**src/rtl/or_seq_pkg.sv**
```systemverilog
// Shared types and constants for the OR-gate truth-table sequencer.
// Holds the FSM state encoding, vector/counter widths and the golden
// response function used to build the expected-value table.
package or_seq_pkg;

    // Sequencer FSM states; only these three are ever reachable.
    typedef enum logic [1:0] {
        ST_IDLE  = 2'd0,
        ST_DRIVE = 2'd1,
        ST_DONE  = 2'd2
    } seq_state_t;

    // Truth table of a 2-input gate: four vectors, 2-bit index.
    localparam int NUM_VECTORS = 4;
    localparam int IDX_W       = 2;

    // Error counter holds 0..NUM_VECTORS without wrapping.
    localparam int ERR_W       = 3;

    // Index of the final vector of a run.
    localparam logic [IDX_W-1:0] LAST_IDX = IDX_W'(NUM_VECTORS - 1);

    // Golden response of an OR gate for a vector index.
    // Bit 0 of the index drives input A, bit 1 drives input B.
    function automatic logic or_expect(input logic [IDX_W-1:0] idx);
        return idx[0] | idx[1];
    endfunction

endpackage : or_seq_pkg

```
**src/rtl/or_vector_sequencer_hold_timer.sv**
```systemverilog
// Per-vector hold timer for the OR-gate sequencer.
// Counts DRIVE cycles from zero; o_tc flags the last cycle of a vector,
// which is the cycle whose closing edge samples the gate response.
// Load has priority over enable and returns the count to zero.
module hold_timer #(
    parameter  int HOLD_CYCLES = 4,
    localparam int CNT_W       = (HOLD_CYCLES > 1) ? $clog2(HOLD_CYCLES) : 1
) (
    input  logic clk,
    input  logic rst,
    input  logic i_load,
    input  logic i_enable,
    output logic o_tc
);

    // Terminal value: last cycle a vector is held before sampling.
    localparam logic [CNT_W-1:0] TC_VALUE = CNT_W'(HOLD_CYCLES - 1);

    logic [CNT_W-1:0] r_count;

    // Hold counter: clear on reset or load, otherwise count while enabled.
    always_ff @(posedge clk) begin
        if (rst) begin
            r_count <= '0;
        end else if (i_load) begin
            r_count <= '0;
        end else if (i_enable) begin
            r_count <= r_count + 1'b1;
        end
    end

    // With HOLD_CYCLES=1 the count stays at zero, so every cycle is terminal.
    assign o_tc = (r_count == TC_VALUE);

endmodule : hold_timer

```
**src/rtl/or_vector_sequencer.sv**
```systemverilog
// Truth-table sequencer for a 2-input OR gate under test.
// On start it drives the vectors (a,b) = 00,10,01,11, holding each for
// HOLD_CYCLES cycles, samples the gate response on the last cycle of each
// vector and counts mismatches. done rises 4*HOLD_CYCLES cycles after the
// start edge; pass reports an error-free run.
// Build option: define OR_SEQ_STOP_ON_FAIL_EN to end the run on the first
// mismatching vector, leaving vec_idx on the failing index.
module or_vector_sequencer
    import or_seq_pkg::*;
#(
    parameter int HOLD_CYCLES = 4
) (
    input  logic             clk,
    input  logic             rst,
    input  logic             start,
    output logic             a,
    output logic             b,
    input  logic             dut_out,
    output logic [IDX_W-1:0] vec_idx,
    output logic             busy,
    output logic             done,
    output logic             pass,
    output logic [ERR_W-1:0] err_count
);

`ifdef OR_SEQ_STOP_ON_FAIL_EN
    localparam bit STOP_ON_FAIL = 1'b1;
`else
    localparam bit STOP_ON_FAIL = 1'b0;
`endif

    seq_state_t r_state;
    seq_state_t w_state_next;

    logic [IDX_W-1:0] r_vec_idx;
    logic [ERR_W-1:0] r_err_count;
    logic             r_a;
    logic             r_b;

    logic [NUM_VECTORS-1:0] w_expect_table;
    logic             w_expected;
    logic             w_in_drive;
    logic             w_tc;
    logic             w_sample;
    logic             w_mismatch;
    logic             w_start_run;
    logic             w_last_vec;
    logic             w_finish;
    logic [IDX_W-1:0] w_next_idx;

    // Golden truth table, one entry per vector index.
    genvar gi;
    generate
        for (gi = 0; gi < NUM_VECTORS; gi++) begin : g_expect
            assign w_expect_table[gi] = or_expect(IDX_W'(gi));
        end
    endgenerate

    assign w_expected  = w_expect_table[r_vec_idx];
    assign w_in_drive  = (r_state == ST_DRIVE);
    assign w_sample    = w_in_drive && w_tc;
    assign w_mismatch  = w_sample && (dut_out != w_expected);
    // start only matters outside DRIVE; a pulse mid-run is ignored.
    assign w_start_run = (r_state != ST_DRIVE) && start;
    assign w_last_vec  = (r_vec_idx == LAST_IDX);
    assign w_finish    = w_sample && (w_last_vec || (STOP_ON_FAIL && w_mismatch));
    assign w_next_idx  = r_vec_idx + 1'b1;

    // Hold timer is parked at zero outside DRIVE and rewinds after each sample.
    hold_timer #(
        .HOLD_CYCLES (HOLD_CYCLES)
    ) u_hold_timer (
        .clk      (clk),
        .rst      (rst),
        .i_load   (!w_in_drive || w_tc),
        .i_enable (w_in_drive),
        .o_tc     (w_tc)
    );

    // FSM state register; reset dominates everything.
    always_ff @(posedge clk) begin
        if (rst) begin
            r_state <= ST_IDLE;
        end else begin
            r_state <= w_state_next;
        end
    end

    // FSM next-state logic.
    always_comb begin
        w_state_next = r_state;
        case (r_state)
            ST_IDLE:  if (start)    w_state_next = ST_DRIVE;
            ST_DRIVE: if (w_finish) w_state_next = ST_DONE;
            ST_DONE:  if (start)    w_state_next = ST_DRIVE;
            default:                w_state_next = ST_IDLE;
        endcase
    end

    // Vector index, stimulus bits and error count, updated alongside the FSM.
    always_ff @(posedge clk) begin
        if (rst) begin
            r_vec_idx   <= '0;
            r_err_count <= '0;
            r_a         <= 1'b0;
            r_b         <= 1'b0;
        end else if (w_start_run) begin
            // Vector 0 is 00, so the stimulus bits start low.
            r_vec_idx   <= '0;
            r_err_count <= '0;
            r_a         <= 1'b0;
            r_b         <= 1'b0;
        end else if (w_sample) begin
            if (w_mismatch && (r_err_count != '1)) begin
                r_err_count <= r_err_count + 1'b1;
            end
            if (w_finish) begin
                // Index stays on the last checked vector; stimulus returns low.
                r_a <= 1'b0;
                r_b <= 1'b0;
            end else begin
                r_vec_idx <= w_next_idx;
                r_a       <= w_next_idx[0];
                r_b       <= w_next_idx[1];
            end
        end
    end

    // FSM status outputs decoded from the current state.
    always_comb begin
        busy = 1'b0;
        done = 1'b0;
        pass = 1'b0;
        case (r_state)
            ST_DRIVE: busy = 1'b1;
            ST_DONE: begin
                done = 1'b1;
                pass = (r_err_count == '0);
            end
            default: ;
        endcase
    end

    assign a         = r_a;
    assign b         = r_b;
    assign vec_idx   = r_vec_idx;
    assign err_count = r_err_count;

endmodule : or_vector_sequencer

```
**config.mk**
```make
export PLATFORM = sky130hd
export DESIGN_NAME = or_vector_sequencer
export DESIGN_NICKNAME = d
export VERILOG_FILES = /design/src/rtl/or_seq_pkg.sv /design/src/rtl/or_vector_sequencer_hold_timer.sv /design/src/rtl/or_vector_sequencer.sv
export SDC_FILE = /design/constraint.sdc
export NUM_CORES = 1
export LEC_CHECK = 0
export ABC_CLOCK_PERIOD_IN_PS = 3700
export CAP_MARGIN = 0
export CORE_AREA = 2 2 39 41
export CTS_CLUSTER_SIZE = 12
export DETAILED_ROUTE_END_ITERATION = 10
export DIE_AREA = 0 0 41 43
export PLACE_DENSITY = 0.71
export SLEW_MARGIN = 10
export SYNTH_ARGS = -nofsm -noshare
export SYNTH_HDL_FRONTEND = slang
export SYNTH_HIERARCHICAL = 1
export SYNTH_SLANG_ARGS = --single-unit
export TNS_END_PERCENT = 50
```
**constraint.sdc**
```tcl
create_clock -name clk -period 3.7 [get_ports clk]
set_input_delay 0.37 -clock clk [delete_from_list [all_inputs] [get_ports clk]]
set_output_delay 0.37 -clock clk [all_outputs]
set_load 0.005 [all_outputs]
```
==> flow_metrics.py, run 1 <==
metrics = {
    "clock_network": {
        "htree_levels": 1,
        "clock_latency_ns": 0.25,
        "tritoncts": "yes",
        "path_clk_slew_ns": 0.07,
        "clk_path_buf_depth": 2,
        "cts_buffers": 3,
        "cts_setup_buffers": 0,
        "ctsHoldBuffers": 0,
        "cts.sink_count": 11,
        "root_buffer": "clkbuf_4",
        "postCtsResizedCells": 0,
    },
    "yosys": {
        "ys_types": 22,
        "syn_inst": 58,
        "yosysSeqAreaShare_pct": 38.6,
        "synthesis.yosys.warnings": 6,
        "synth-seq-cells": 11,
        "syn_avg_cell_area_um2": 9.84,
        "synth.cell_area_um2": 571,
        "synth_fp_nets": 68,
    },
    "drt": {
        "vias": 446,
        "drt_pass1_iterations": 2,
        "via_per_inst": 4.90,
        "drt_wl_total_um": 947,
        "drtIter0Drc": 2,
        "ant_nets": 0,
        "remaining_drc_errors": 0,
        "routedWlPerCell_um": 10.4,
    },
    "worst_setup_path": {
        "crit_required_ns": 3.33,
        "path_max_fanout": 5,
        "worstSetupPathType": "flip-flop to primary output",
        "cp-start-kind": "flip-flop",
        "end_kind": "primary output",
        "crit_arrival_ns": 1.52,
    },
    "die": {
        "die_w_um": 41,
        "coreArea_um2": 1380,
        "initial_core_util_pct": 41.2,
        "rows": 14,
        "die_area_um2": 1760,
        "chipHeight_um": 43,
        "io_pins": 14,
    },
    "grt": {
        "grt_pass1_vias": 390,
        "grtUsageTotal_pct": 13.6,
        "grt.overflow.total": 0,
        "grt_start_max_net_pins": 8,
        "antenna_found_initial": 0,
        "grt_pass1_wl_um": 1630,
    },
    "timing": {
        "hold_viol": 0,
        "fmax_ghz": 0.529,
        "relSlewSlack_pct": 65.3,
        "fin_crit_sh_pct": 51.1,
        "setup_viol": 0,
        "rsz0062_at_grt": "false",
        "finalClockSkew_ns": 0.00110,
        "slew_violations": 0,
        "tightest_slew_ns": 0.520,
        "fin_setup_tns_ns": 0,
        "fin_crit_ns": 1.89,
    },
    "cells_and_area": {
        "final_util_pct": 54.0,
        "nets": 86,
        "antenna_cells": 0,
        "fillers": 132,
        "syn_to_final_growth_pct": 30.9,
        "drive_gt1_share_pct": 9.33,
    },
    "placed_design": {
        "dpl.hpwl_um": 729,
        "io_buffer_count": 13,
        "place.gp.congestion": 0.725,
    },
    "power": {
        "power.leakage_nw": 0.314,
        "power.density_nw_per_um2": 287,
        "ir_drop_v": 0.000197,
    },
    "job": {
        "drv_cap": 0,
    },
    "hold_path": {
        "hp-class": "flip-flop to flip-flop",
    },
    "run_status": {
        "outcome": "finished clean",
    },
}
[where the power goes]
part,internal (mW),switching [mW]
registers,0.120,0.00155
logic,0.00763,0.00748
clock network,0.0415,0.0369
total,0.169,0.0459
[layer usage]
layer  vias up  share of wire (%)  global-route usage [%]
li1        237                  -                       -
met1       200                 47                    18.0
met2         7                 48                    19.4
met3         2                2.9                    4.71
met4         0                1.8                    6.00
met5         -                  0                       0
[worst max-delay path: stages (launching register included)]
cell and delay [ns]:
dfxtp_1 0.43, and2b_1 0.23, and3b_1 0.17, clkdlybuf4s50_1 0.43
[flip-flops by register name (all words and copies together) (netlist names)]
register and cells:
a 1, b 1, err_count 3, r_state 2, u_hold_timer/r_count 2, vec_idx 2
[logic make-up (layout without fill, tap and decap cells)]
group | Yosys count | count (layout) | share of synthesized area [%]
and+or+nand+nor | 17 | 17 | 22.4
AOI/OAI and AO/OA | 15 | 15 | 16.0
DFF | 11 | 11 | 38.6
adders and majority gates | 6 | 6 | 13.2
buffers and inverters | 5 | 22 | 3.29
xor gates and xnor gates | 2 | 2 | 3.07
muxes | 2 | 2 | 3.51
[cell usage after synthesis]
cell / number / share of area [%]
a21bo_2: 1 / 1.8
a21o_1: 2 / 2.6
a21oi_1: 8 / 7.0
a32oi_1: 1 / 1.5
and2b_1: 2 / 2.6
and3b_1: 1 / 1.5
and4bb_1: 1 / 2.2
dfxtp_1: 11 / 39
ha_1: 6 / 13
inv_1: 5 / 3.3
mux2i_1: 2 / 3.5
nand2_1: 2 / 1.3
nand2b_1: 1 / 1.1
nand3_1: 3 / 2.6
nand3b_4: 1 / 3.5
nor2_1: 2 / 1.3
nor3_2: 2 / 3.5
o21ai_0: 2 / 1.8
o21bai_1: 1 / 1.3
or3_1: 1 / 1.1
or3b_1: 1 / 1.5
xnor2_1: 2 / 3.1
[final cells by class]
cell class | instances | area, um2 | share of cell area, %
multi-input combinational | 42 | 332 | 44.4
clock buffer | 4 | 26.3 | 3.52
timing repair buffer | 13 | 130 | 17.4
tap | 16 | 20.0 | 2.68
inverter | 5 | 18.8 | 2.51
sequential | 11 | 220 | 29.5
[cell usage in the layout (no fill, tap or decap)]
| cell type | synthesis | layout |
|---|---|---|
| and3b_1 | 1 | 1 |
| clkbuf_1 | 0 | 1 |
| or3_1 | 1 | 1 |
| ha_1 | 6 | 6 |
| a21oi_1 | 8 | 8 |
| and4bb_1 | 1 | 1 |
| nand3_1 | 3 | 3 |
| or3b_1 | 1 | 1 |
| nand2b_1 | 1 | 1 |
| a21o_1 | 2 | 2 |
| xnor2_1 | 2 | 2 |
| a32oi_1 | 1 | 1 |
| o21ai_0 | 2 | 2 |
| o21bai_1 | 1 | 1 |
| dfxtp_1 | 11 | 11 |
| a21bo_2 | 1 | 1 |
| nand3b_4 | 1 | 1 |
| nand2_1 | 2 | 2 |
| nor2_1 | 2 | 2 |
| nor3_2 | 2 | 2 |
| clkdlybuf4s50_1 | 0 | 13 |
| mux2i_1 | 2 | 2 |
| inv_1 | 5 | 5 |
| clkbuf_4 | 0 | 3 |
| and2b_1 | 2 | 2 |
[metrics by stage]
stage / total power [mW] / hold WS, ns / std cells / worst slack (ns) / instance area [um2]
floorplan: 0.132 / 0.441 / 58 / 2.37 / 571
global placement: 0.139 / 0.447 / 87 / 2.10 / 721
detailed placement: 0.139 / 0.448 / 87 / 2.07 / 721
CTS: 0.219 / 0.457 / 91 / 1.79 / 747
global route: 0.228 / 0.499 / 91 / 1.69 / 747
finish: 0.215 / 0.455 / 91 / 1.81 / 747
[worst paths after layout]
check        cells after the start                   endpoint               startpoint  slack (ns)
min reg2reg                      2             a$_SDFFE_PP0P_           a$_SDFFE_PP0P_        0.46
max reg2reg                      5  err_count[2]$_SDFFE_PP0P_  vec_idx[0]$_SDFFE_PP0P_        2.27
min                              2             a$_SDFFE_PP0P_           a$_SDFFE_PP0P_        0.46
max                              3                       pass  r_state[0]$_SDFFE_PP0P_        1.81
No activity file was read; power rests on OpenSTA's default activity.
==> inputs of run 2 (changes only) <==
ABC_CLOCK_PERIOD_IN_PS = 1800   (was 3700)
clock period = 1.8 ns   (was 3.7 ns; I/O delays follow)
==> flow_metrics.py, run 2 (synthesized netlist as in run 1, its figures left out) <==
metrics = {
    "timing": {
        "setup_viol": 0,
        "slew_violations": 0,
        "fin_crit_sh_pct": 93.1,
        "whs_ns": 0.461,
        "fin_setup_tns_ns": 0,
        "setup_ws_ns": 0.124,
        "hold_viol": 0,
        "fmax_ghz": 0.597,
        "tightest_slew_ns": 0.516,
        "relSlewSlack_pct": 65.5,
        "fin_crit_ns": 1.68,
        "rsz0062_at_grt": "false",
        "finalClockSkew_ns": 0.00133,
    },
    "placed_design": {
        "dp_cells": 87,
        "io_buffer_count": 13,
        "dpl.hpwl_um": 837,
        "place.gp.congestion": 0.749,
        "place_area_um2": 721,
        "pre_cts_slack_ns": 0.332,
    },
    "clock_network": {
        "htree_levels": 1,
        "clock_latency_ns": 0.25,
        "cts_setup_buffers": 0,
        "cts_buffers": 3,
        "tritoncts": "yes",
        "clk_path_buf_depth": 2,
        "cts.sink_count": 11,
        "root_buffer": "clkbuf_4",
        "path_clk_slew_ns": 0.07,
    },
    "drt": {
        "drt_wl_total_um": 1060,
        "drtIter0Drc": 8,
        "routedWlPerCell_um": 11.7,
        "ant_nets": 0,
        "via_per_inst": 5.29,
        "vias": 481,
        "drt_pass1_iterations": 4,
        "remaining_drc_errors": 0,
    },
    "power": {
        "power_frac_comb_pct": 7.1,
        "power.leakage_nw": 0.314,
        "ir_drop_v": 0.000314,
        "p_clk_share_pct": 36.2,
        "p_sw_mw": 0.0937,
        "seq_power_share_pct": 56.7,
        "p_int_mw": 0.347,
        "p_sw_share_pct": 21.2,
        "totalPowerFinal_mw": 0.441,
        "power.density_nw_per_um2": 589,
    },
    "cells_and_area": {
        "final_common_cell": "clkdlybuf4s50_1",
        "final_util_pct": 54.1,
        "largest_reg_flops": 3,
        "antenna_cells": 0,
        "nets": 86,
        "most-common-layout-cells": "13 x clkdlybuf4s50_1, 10 x dfxtp_1, 8 x a21oi_1, 6 x ha_1, 5 x inv_1",
        "finalNonFillerCells": 91,
        "drive_gt1_share_pct": 10.7,
        "final_area_um2": 748,
        "syn_to_final_growth_pct": 31.1,
    },
    "worst_setup_path": {
        "cp-start-kind": "flip-flop",
        "crit_required_ns": 1.62,
        "path_max_fanout": 5,
        "worstSetupPathType": "flip-flop to primary output",
        "end_kind": "primary output",
        "cp_slowest_cell": "clkdlybuf4s50_1",
        "cp_cell_sequence": "and2b_1, and3b_1, clkdlybuf4s50_1",
        "crit_arrival_ns": 1.50,
        "rr_worst_depth": 5,
        "slowest_delay_ns": 0.49,
    },
    "grt": {
        "grt_pass1_wl_um": 1800,
        "use_met3_pct": 3.14,
        "grt_pass1_vias": 456,
        "grtUsageTotal_pct": 14.9,
        "grt-busiest-layer": "met2",
        "grt.overflow.total": 0,
        "use_met2_pct": 23.4,
        "grt_use_met1_pct": 17.9,
        "antenna_found_initial": 0,
        "grt_start_max_net_pins": 8,
    },
    "job": {
        "drv_cap": 0,
    },
    "hold_path": {
        "hp-class": "flip-flop to flip-flop",
        "hold_path_depth": 2,
    },
    "die": {
        "die_w_um": 41,
        "rows": 14,
        "chipHeight_um": 43,
        "io_pins": 14,
        "die_area_um2": 1760,
        "coreArea_um2": 1380,
        "initial_core_util_pct": 41.2,
    },
    "run_status": {
        "outcome": "finished clean",
    },
}
==> run 2: changes by cell type in the layout (fill, tap and decap cells not counted) <==
| cell | delta |
|---|---|
| dfxtp_2 | +1 |
| dfxtp_1 | -1 |
==> run 2: cell type report <==
class | instances | area [um2]
Timing Repair Buffer | 13 | 130
Tap cell | 16 | 20.0
Multi-Input combinational cell | 42 | 332
Inverter | 5 | 18.8
Clock buffer | 4 | 26.3
Sequential cell | 11 | 221
Fill cell | 145 | 636
==> run 2: metal layers <==
metal  vias to the layer above  wire [um]
met2                        18        565
met5                         -          0
li1                        241          -
met3                         2         48
met1                       220        437
met4                         0         10
==> run 2: critical path, delay by kind of cell (launching register included) <==
kind / cells / cell delay [ns]
buffers and inverters: 1 / 0.49
DFF: 1 / 0.36
and+or+nand+nor: 2 / 0.40
==> run 2: power by group through the flow <==
stage	Combinational (mW)	Clock [mW]	Sequential, mW
floorplan	0.0171	0	0.254
detailed placement	0.0313	0	0.255
CTS	0.0314	0.164	0.249
global route	0.0350	0.177	0.250
finish	0.0313	0.160	0.250
global placement	0.0313	0	0.255
==> run 2: path summary, 6_finish.rpt <==
kind / from / to / slack (ns)
max: r_state[0]$_SDFFE_PP0P_ / pass / 0.12
min: a$_SDFFE_PP0P_ / a$_SDFFE_PP0P_ / 0.46
max reg2reg: err_count[0]$_SDFFE_PP0P_ / err_count[2]$_SDFFE_PP0P_ / 0.36
min reg2reg: a$_SDFFE_PP0P_ / a$_SDFFE_PP0P_ / 0.46
==> run 2: what timing repair did <==
| action | in CTS | in global routing |
|---|---|---|
| hold buffers | 0 | 0 |
| endpoints found under the hold margin | 0 | 0 |
| gates resized for setup | 0 | 1 |
| setup endpoints to repair | 0 | 2 |
